File: src/rtl/obi_arb_pkg.sv
// Shared types and constants for the OBI manager arbiter.
// Optional build macro used by the arbiter: OBI_MGR_ARBITER_FIXED_PRIO_EN.
package obi_arb_pkg;

    localparam int unsigned DEF_NUM_REQ    = 2;
    localparam int unsigned DEF_DATA_WIDTH = 32;
    localparam int unsigned DEF_ADDR_WIDTH = 32;
    localparam int unsigned DEF_MAX_OUTST  = 4;
    localparam int unsigned BE_WIDTH       = 4;

    typedef enum logic {
        ARB  = 1'b0,
        HOLD = 1'b1
    } arb_state_e;

    // Index width that never collapses to zero bits.
    function automatic int unsigned idx_width(input int unsigned n);
        return (n <= 1) ? 1 : $clog2(n);
    endfunction

    // (a + b) mod n, valid while both operands are below n.
    function automatic int unsigned wrap_add(input int unsigned a, input int unsigned b,
                                             input int unsigned n);
        int unsigned s;
        s = a + b;
        return (s >= n) ? s - n : s;
    endfunction

endpackage

File: src/rtl/obi_arb_id_fifo.sv
// In-order FIFO of requester IDs for outstanding downstream transactions.
// Push is ignored when full and pop is ignored when empty.
module obi_arb_id_fifo
    import obi_arb_pkg::*;
#(
    parameter int unsigned DEPTH = DEF_MAX_OUTST,
    parameter int unsigned ID_W  = 1,
    localparam int unsigned CNT_W = $clog2(DEPTH) + 1
) (
    input  logic             clk,
    input  logic             rst,
    input  logic             push,
    input  logic [ID_W-1:0]  push_id,
    input  logic             pop,
    output logic [ID_W-1:0]  head,
    output logic             full,
    output logic             empty,
    output logic [CNT_W-1:0] count
);

    localparam int unsigned PTR_W = idx_width(DEPTH);

    logic [ID_W-1:0]  mem [DEPTH];
    logic [PTR_W-1:0] wr_ptr;
    logic [PTR_W-1:0] rd_ptr;
    logic [CNT_W-1:0] cnt;
    logic             do_push;
    logic             do_pop;

    assign full    = (cnt == CNT_W'(DEPTH));
    assign empty   = (cnt == '0);
    assign do_push = push && !full;
    assign do_pop  = pop && !empty;
    assign head    = mem[rd_ptr];
    assign count   = cnt;

    // Pointers wrap naturally because DEPTH is a power of two.
    always_ff @(posedge clk or posedge rst) begin
        if (rst) begin
            wr_ptr <= '0;
            rd_ptr <= '0;
            cnt    <= '0;
        end else begin
            if (do_push) wr_ptr <= wr_ptr + PTR_W'(1);
            if (do_pop)  rd_ptr <= rd_ptr + PTR_W'(1);
            case ({do_push, do_pop})
                2'b10:   cnt <= cnt + CNT_W'(1);
                2'b01:   cnt <= cnt - CNT_W'(1);
                default: cnt <= cnt;
            endcase
        end
    end

    always_ff @(posedge clk) begin
        if (do_push) mem[wr_ptr] <= push_id;
    end

endmodule

File: src/rtl/obi_mgr_arbiter.sv
// Shares one OBI manager port between NUM_REQ requesters and routes in-order responses back.
// Define OBI_MGR_ARBITER_FIXED_PRIO_EN for fixed priority (lowest index wins) instead of round-robin.
module obi_mgr_arbiter
    import obi_arb_pkg::*;
#(
    parameter int unsigned NUM_REQ    = DEF_NUM_REQ,
    parameter int unsigned DATA_WIDTH = DEF_DATA_WIDTH,
    parameter int unsigned ADDR_WIDTH = DEF_ADDR_WIDTH,
    parameter int unsigned MAX_OUTST  = DEF_MAX_OUTST
) (
    input  logic                          clk_i,
    input  logic                          rst_i,
    input  logic [NUM_REQ-1:0]            req_i,
    input  logic [NUM_REQ-1:0]            we_i,
    input  logic [NUM_REQ*ADDR_WIDTH-1:0] addr_i,
    input  logic [NUM_REQ*DATA_WIDTH-1:0] wdata_i,
    input  logic [NUM_REQ*BE_WIDTH-1:0]   be_i,
    output logic [NUM_REQ-1:0]            gnt_o,
    output logic [NUM_REQ-1:0]            rvalid_o,
    output logic [DATA_WIDTH-1:0]         rdata_o,
    output logic                          mgr_req_o,
    output logic                          mgr_we_o,
    output logic [ADDR_WIDTH-1:0]         mgr_addr_o,
    output logic [DATA_WIDTH-1:0]         mgr_wdata_o,
    output logic [BE_WIDTH-1:0]           mgr_be_o,
    input  logic                          mgr_gnt_i,
    input  logic                          mgr_rvalid_i,
    input  logic [DATA_WIDTH-1:0]         mgr_rdata_i,
    output logic                          busy_o
);

    localparam int unsigned ID_W  = idx_width(NUM_REQ);
    localparam int unsigned CNT_W = $clog2(MAX_OUTST) + 1;

    arb_state_e           state;
    logic [ID_W-1:0]      hold_sel;
    logic [ID_W-1:0]      pick_sel;
    logic [ID_W-1:0]      sel;
    logic [NUM_REQ-1:0]   rot_req;
    logic                 found;
    logic                 req_c;
    logic                 grant_c;
    logic                 pop_c;
    logic                 fifo_full;
    logic                 fifo_empty;
    logic [ID_W-1:0]      fifo_head;
    logic [CNT_W-1:0]     fifo_count;

    logic [ADDR_WIDTH-1:0] addr_arr  [NUM_REQ];
    logic [DATA_WIDTH-1:0] wdata_arr [NUM_REQ];
    logic [BE_WIDTH-1:0]   be_arr    [NUM_REQ];

    for (genvar g = 0; g < NUM_REQ; g++) begin : g_unpack
        assign addr_arr[g]  = addr_i[g*ADDR_WIDTH +: ADDR_WIDTH];
        assign wdata_arr[g] = wdata_i[g*DATA_WIDTH +: DATA_WIDTH];
        assign be_arr[g]    = be_i[g*BE_WIDTH +: BE_WIDTH];
    end

`ifndef OBI_MGR_ARBITER_FIXED_PRIO_EN
    logic [ID_W-1:0]      ptr;
    logic [ID_W-1:0]      next_ptr;
    logic [2*NUM_REQ-1:0] req_dbl;

    assign req_dbl  = {req_i, req_i} >> ptr;
    assign rot_req  = req_dbl[NUM_REQ-1:0];
    assign next_ptr = ID_W'(wrap_add(32'(sel), 1, NUM_REQ));
`else
    assign rot_req  = req_i;
`endif

    // First requester at or after the pointer (or lowest index in fixed-priority builds).
    always_comb begin
        pick_sel = '0;
        found    = 1'b0;
        for (int unsigned k = 0; k < NUM_REQ; k++) begin
            if (!found && rot_req[k]) begin
                found    = 1'b1;
`ifndef OBI_MGR_ARBITER_FIXED_PRIO_EN
                pick_sel = ID_W'(wrap_add(32'(ptr), k, NUM_REQ));
`else
                pick_sel = ID_W'(k);
`endif
            end
        end
    end

    // Downstream request and upstream grant/response steering; all quiet while in reset.
    always_comb begin
        sel     = (state == HOLD) ? hold_sel : pick_sel;
        req_c   = (state == HOLD) ? 1'b1 : (found && !fifo_full);
        if (rst_i) req_c = 1'b0;
        grant_c = req_c && mgr_gnt_i;
        pop_c   = mgr_rvalid_i && !fifo_empty && !rst_i;

        mgr_req_o   = req_c;
        mgr_we_o    = req_c && we_i[sel];
        mgr_addr_o  = req_c ? addr_arr[sel]  : '0;
        mgr_wdata_o = req_c ? wdata_arr[sel] : '0;
        mgr_be_o    = req_c ? be_arr[sel]    : '0;

        gnt_o    = grant_c ? (NUM_REQ'(1) << sel) : '0;
        rvalid_o = pop_c ? (NUM_REQ'(1) << fifo_head) : '0;
        rdata_o  = rst_i ? '0 : mgr_rdata_i;
        busy_o   = (fifo_count != '0);
    end

    // ARB forwards immediately; an ungranted selection is frozen in HOLD until granted.
    always_ff @(posedge clk_i or posedge rst_i) begin
        if (rst_i) begin
            state    <= ARB;
            hold_sel <= '0;
`ifndef OBI_MGR_ARBITER_FIXED_PRIO_EN
            ptr      <= '0;
`endif
        end else begin
            case (state)
                ARB: begin
                    if (req_c) begin
                        if (mgr_gnt_i) begin
`ifndef OBI_MGR_ARBITER_FIXED_PRIO_EN
                            ptr <= next_ptr;
`endif
                        end else begin
                            hold_sel <= sel;
                            state    <= HOLD;
                        end
                    end
                end
                HOLD: begin
                    if (mgr_gnt_i) begin
`ifndef OBI_MGR_ARBITER_FIXED_PRIO_EN
                        ptr <= next_ptr;
`endif
                        state <= ARB;
                    end
                end
                default: state <= ARB;
            endcase
        end
    end

    obi_arb_id_fifo #(
        .DEPTH (MAX_OUTST),
        .ID_W  (ID_W)
    ) u_id_fifo (
        .clk     (clk_i),
        .rst     (rst_i),
        .push    (grant_c),
        .push_id (sel),
        .pop     (pop_c),
        .head    (fifo_head),
        .full    (fifo_full),
        .empty   (fifo_empty),
        .count   (fifo_count)
    );

endmodule

File: config.mk
export PLATFORM = sky130hd
export DESIGN_NAME = obi_mgr_arbiter
export DESIGN_NICKNAME = d
export VERILOG_FILES = /design/src/rtl/obi_arb_pkg.sv /design/src/rtl/obi_arb_id_fifo.sv /design/src/rtl/obi_mgr_arbiter.sv
export SDC_FILE = /design/constraint.sdc
export NUM_CORES = 1
export LEC_CHECK = 0
export BUFFER_PORTS_ARGS = -buffer_cell sky130_fd_sc_hd__clkbuf_2
export CAP_MARGIN = 15
export CORE_AREA = 2 2 110 112
export CTS_CLUSTER_DIAMETER = 50
export DETAILED_ROUTE_END_ITERATION = 7
export DIE_AREA = 0 0 112 114
export PLACE_DENSITY_LB_ADDON = 0.2
export SLEW_MARGIN = 20
export SYNTH_ARGS = -nofsm -noshare
export SYNTH_HDL_FRONTEND = slang
export SYNTH_HIERARCHICAL = 1
export SYNTH_SLANG_ARGS = --single-unit
File: constraint.sdc
create_clock -name clk_i -period 8.5 [get_ports clk_i]
set_input_delay 1.7 -clock clk_i [delete_from_list [all_inputs] [get_ports clk_i]]
set_output_delay 1.7 -clock clk_i [all_outputs]
set_load 0.03 [all_outputs]
==> metrics.yaml <==
worstMarginPinSlew_ns: 0.899
crit_type: "in2out"
min_period_ns: 5.45
wire_per_inst_um: 10.9
grt_max_degree: 75
ys_top_cells_by_area: "nand2_1 27%, a21oi_1 18%, dfrtp_1 13%, nor2b_1 11%, edfxtp_1 6.1%"
reg2reg_setup_slack_ns: 5.46
cts_tree: "yes"
required_ns: 6.80
tns_ns: 0
die_y_um: 114
gp_congestion: 0.744
post_cts_resize_count: 0
cts_made_buffers: 3
cts-root-buf: "clkbuf_16"
r2r-end: "u_id_fifo/count[2]"
max_freq_mhz: 184
drtIter0Drc: 96
hold_end: "u_id_fifo/rd_ptr[1]"
drtAntennaViolNets: 0
synthToLayoutAreaGrowth_pct: 81.5
drv_slew: 0
instances_no_fill: 746
io_buffers: 282
maxCapViolCount: 0
diodes: 0
finalSetupViolCount: 0
cp-end-kind: "primary output"
dieArea_mm2: 0.0128
grt_pass1_vias: 2780
cts_sinks: 14
rr_worst_depth: 12
skew_ns: 0.00121
power.density_mw_per_mm2: 209
htreeDepth: 1
syn_area_per_cell_um2: 5.87
hold_class: "reg2reg"
hold_violations: 0
ys_seq_area_frac: 0.188
fin_crit_sh: 0.641
post-route-util: 0.305
ys_ff_latch: 14
antenna_found_initial: 0
grt_use_total: 0.115
yosysTopAreaCell: "nand2_1"
worstPathArrival_ns: 3.75
dpl.hpwl_um: 6430
yosysMostFrequentCell: "nand2_1"
drc: 0
yosysWarnings: 6
rows: 40
synth_edf_count: 4
path_cells: "clkbuf_2 > inv_1 > o21ai_4 > buf_4 > a21oi_1 > clkbuf_2"
ioPinCount: 283
cp-start-kind: "input port"
drive_above_1_share: 0.497
clk_latency_ns: 0.24
initial_utilization: 0.168
clk_pin_slew_worst_paths_ns: 0.05
cp_max_fo: 40
synth_ff_type: "dfrtp_1"
status: "finished clean"
syn-num-nets: 517
p_leak_nw: 2.09
yosys.area.top_type_share: 0.267
netlist_area_mm2: 0.00197
netlist_instances: 335
drt_pass1_iterations: 4
reg2reg_from: "u_id_fifo/count[0]"
cts.path.max_buffers: 2
rsz0062_at_grt: "false"
wl_um: 8170
ys_types: 31
synth_common_cells: "140 x nand2_1, 69 x a21oi_1, 34 x nor2b_1, 16 x clkbuf_1"
cpMostUsedCell: "clkbuf_2"
core-area_mm2: 0.0117
dpl.cell_count: 742
die_x_um: 112
cpMaxStageDelayCell: "buf_4"
min_path_cells: 1
cts_setup_buffers: 0
worstHoldStart: "u_id_fifo/rd_ptr[1]"
max_stage_delay_ns: 0.51
grt_overflow: 0
relSlewSlack: 0.398
vias_per_cell: 4.16
async_flop_share: 0.714
postCtsHoldBufs: 0
route.vias.total: 3105
grt_pass1_wl_um: 12500
vdd_ir_drop_max_mv: 0.104
nNetsFinal: 782
-- how the worst max path moves through the flow --
stage | start | depth (start not counted) | to | slack, ns
detailed placement | rst_i | 6 | mgr_addr_o[1] | 2.99
finish | rst_i | 6 | mgr_addr_o[1] | 3.05
global route | rst_i | 6 | mgr_addr_o[1] | 2.84
global placement | req_i[1] | 7 | gnt_o[0] | 2.81
CTS | rst_i | 6 | mgr_addr_o[1] | 3.00
floorplan | req_i[1] | 5 | gnt_o[0] | 3.72
-- worst max-delay path, delay by kind of cell --
kind / cells / cell delay [ns]
AO/OA/AOI/OAI: 2 / 0.51
buffers and inverters: 4 / 1.50
-- stage by stage --
stage | hold WS [ns] | cell area (um2) | setup slack, ns | total power [mW]
5_1_grt | 0.522 | 3570 | 2.84 | 0.811
3_5_place_dp | 0.479 | 3490 | 2.99 | 0.666
6_report | 0.480 | 3570 | 3.05 | 0.746
4_1_cts | 0.486 | 3570 | 3.00 | 0.757
2_1_floorplan | 0.453 | 1970 | 3.72 | 0.508
3_3_place_gp | 0.477 | 3490 | 2.81 | 0.658
-- layer usage --
| layer | global-route usage | routed length (um) | up-vias |
|---|---|---|---|
| met1 | 0.135 | 3250 | 1358 |
| met2 | 0.223 | 4210 | 144 |
| li1 | - | - | 1597 |
| met4 | 0.0195 | 65 | 0 |
| met5 | 0 | 0 | - |
| met3 | 0.0181 | 639 | 6 |
-- cell families after synthesis --
family | Yosys count | share of synthesized area
muxes | 3 | 0.0248
xor gates and xnor gates | 6 | 0.0267
adders and majority gates | 6 | 0.0420
buffers and inverters | 35 | 0.0719
AOI/OAI and AO/OA | 76 | 0.204
DFF | 14 | 0.188
and+or+nand+nor | 195 | 0.443
-- report_power, final --
group          switching (mW)  internal, mW  total, mW
Sequential             0.0274        0.0963      0.124
Clock                  0.0269        0.0622     0.0891
Combinational           0.359         0.175      0.534
Total                   0.413         0.333      0.746
-- area by class of cell --
type,instances,area (um2)
Sequential cell,14,370
Inverter,11,43.8
Fill cell,1298,8140
Timing Repair Buffer,284,1430
Multi-Input combinational cell,286,1470
Tap cell,147,184
Clock buffer,3,75.1
Clock inverter,1,3.75
-- cell usage in the layout, fill, tap and decap left out, types with 2 or more instances in the layout --
cell,netlist,routed
nor3_1,4,4
nor2_1,7,7
nor2b_1,34,34
xnor2_1,3,3
clkbuf_16,0,3
a21oi_1,69,69
clkbuf_2,0,282
ha_1,5,5
inv_1,10,10
nand2_1,140,140
buf_4,0,2
and2_1,3,3
edfxtp_1,4,4
xor2_1,3,3
dfrtp_1,10,10
and2_2,2,2
o21ai_0,2,2
-- flip-flops by register name, summed over array words and instances, names as in the netlist --
name              count
u_id_fifo/wr_ptr      2
u_id_fifo/count       3
hold_sel              1
u_id_fifo/rd_ptr      2
ptr                   1
u_id_fifo/mem         4
state                 1
(Power assumes the default switching activity.)
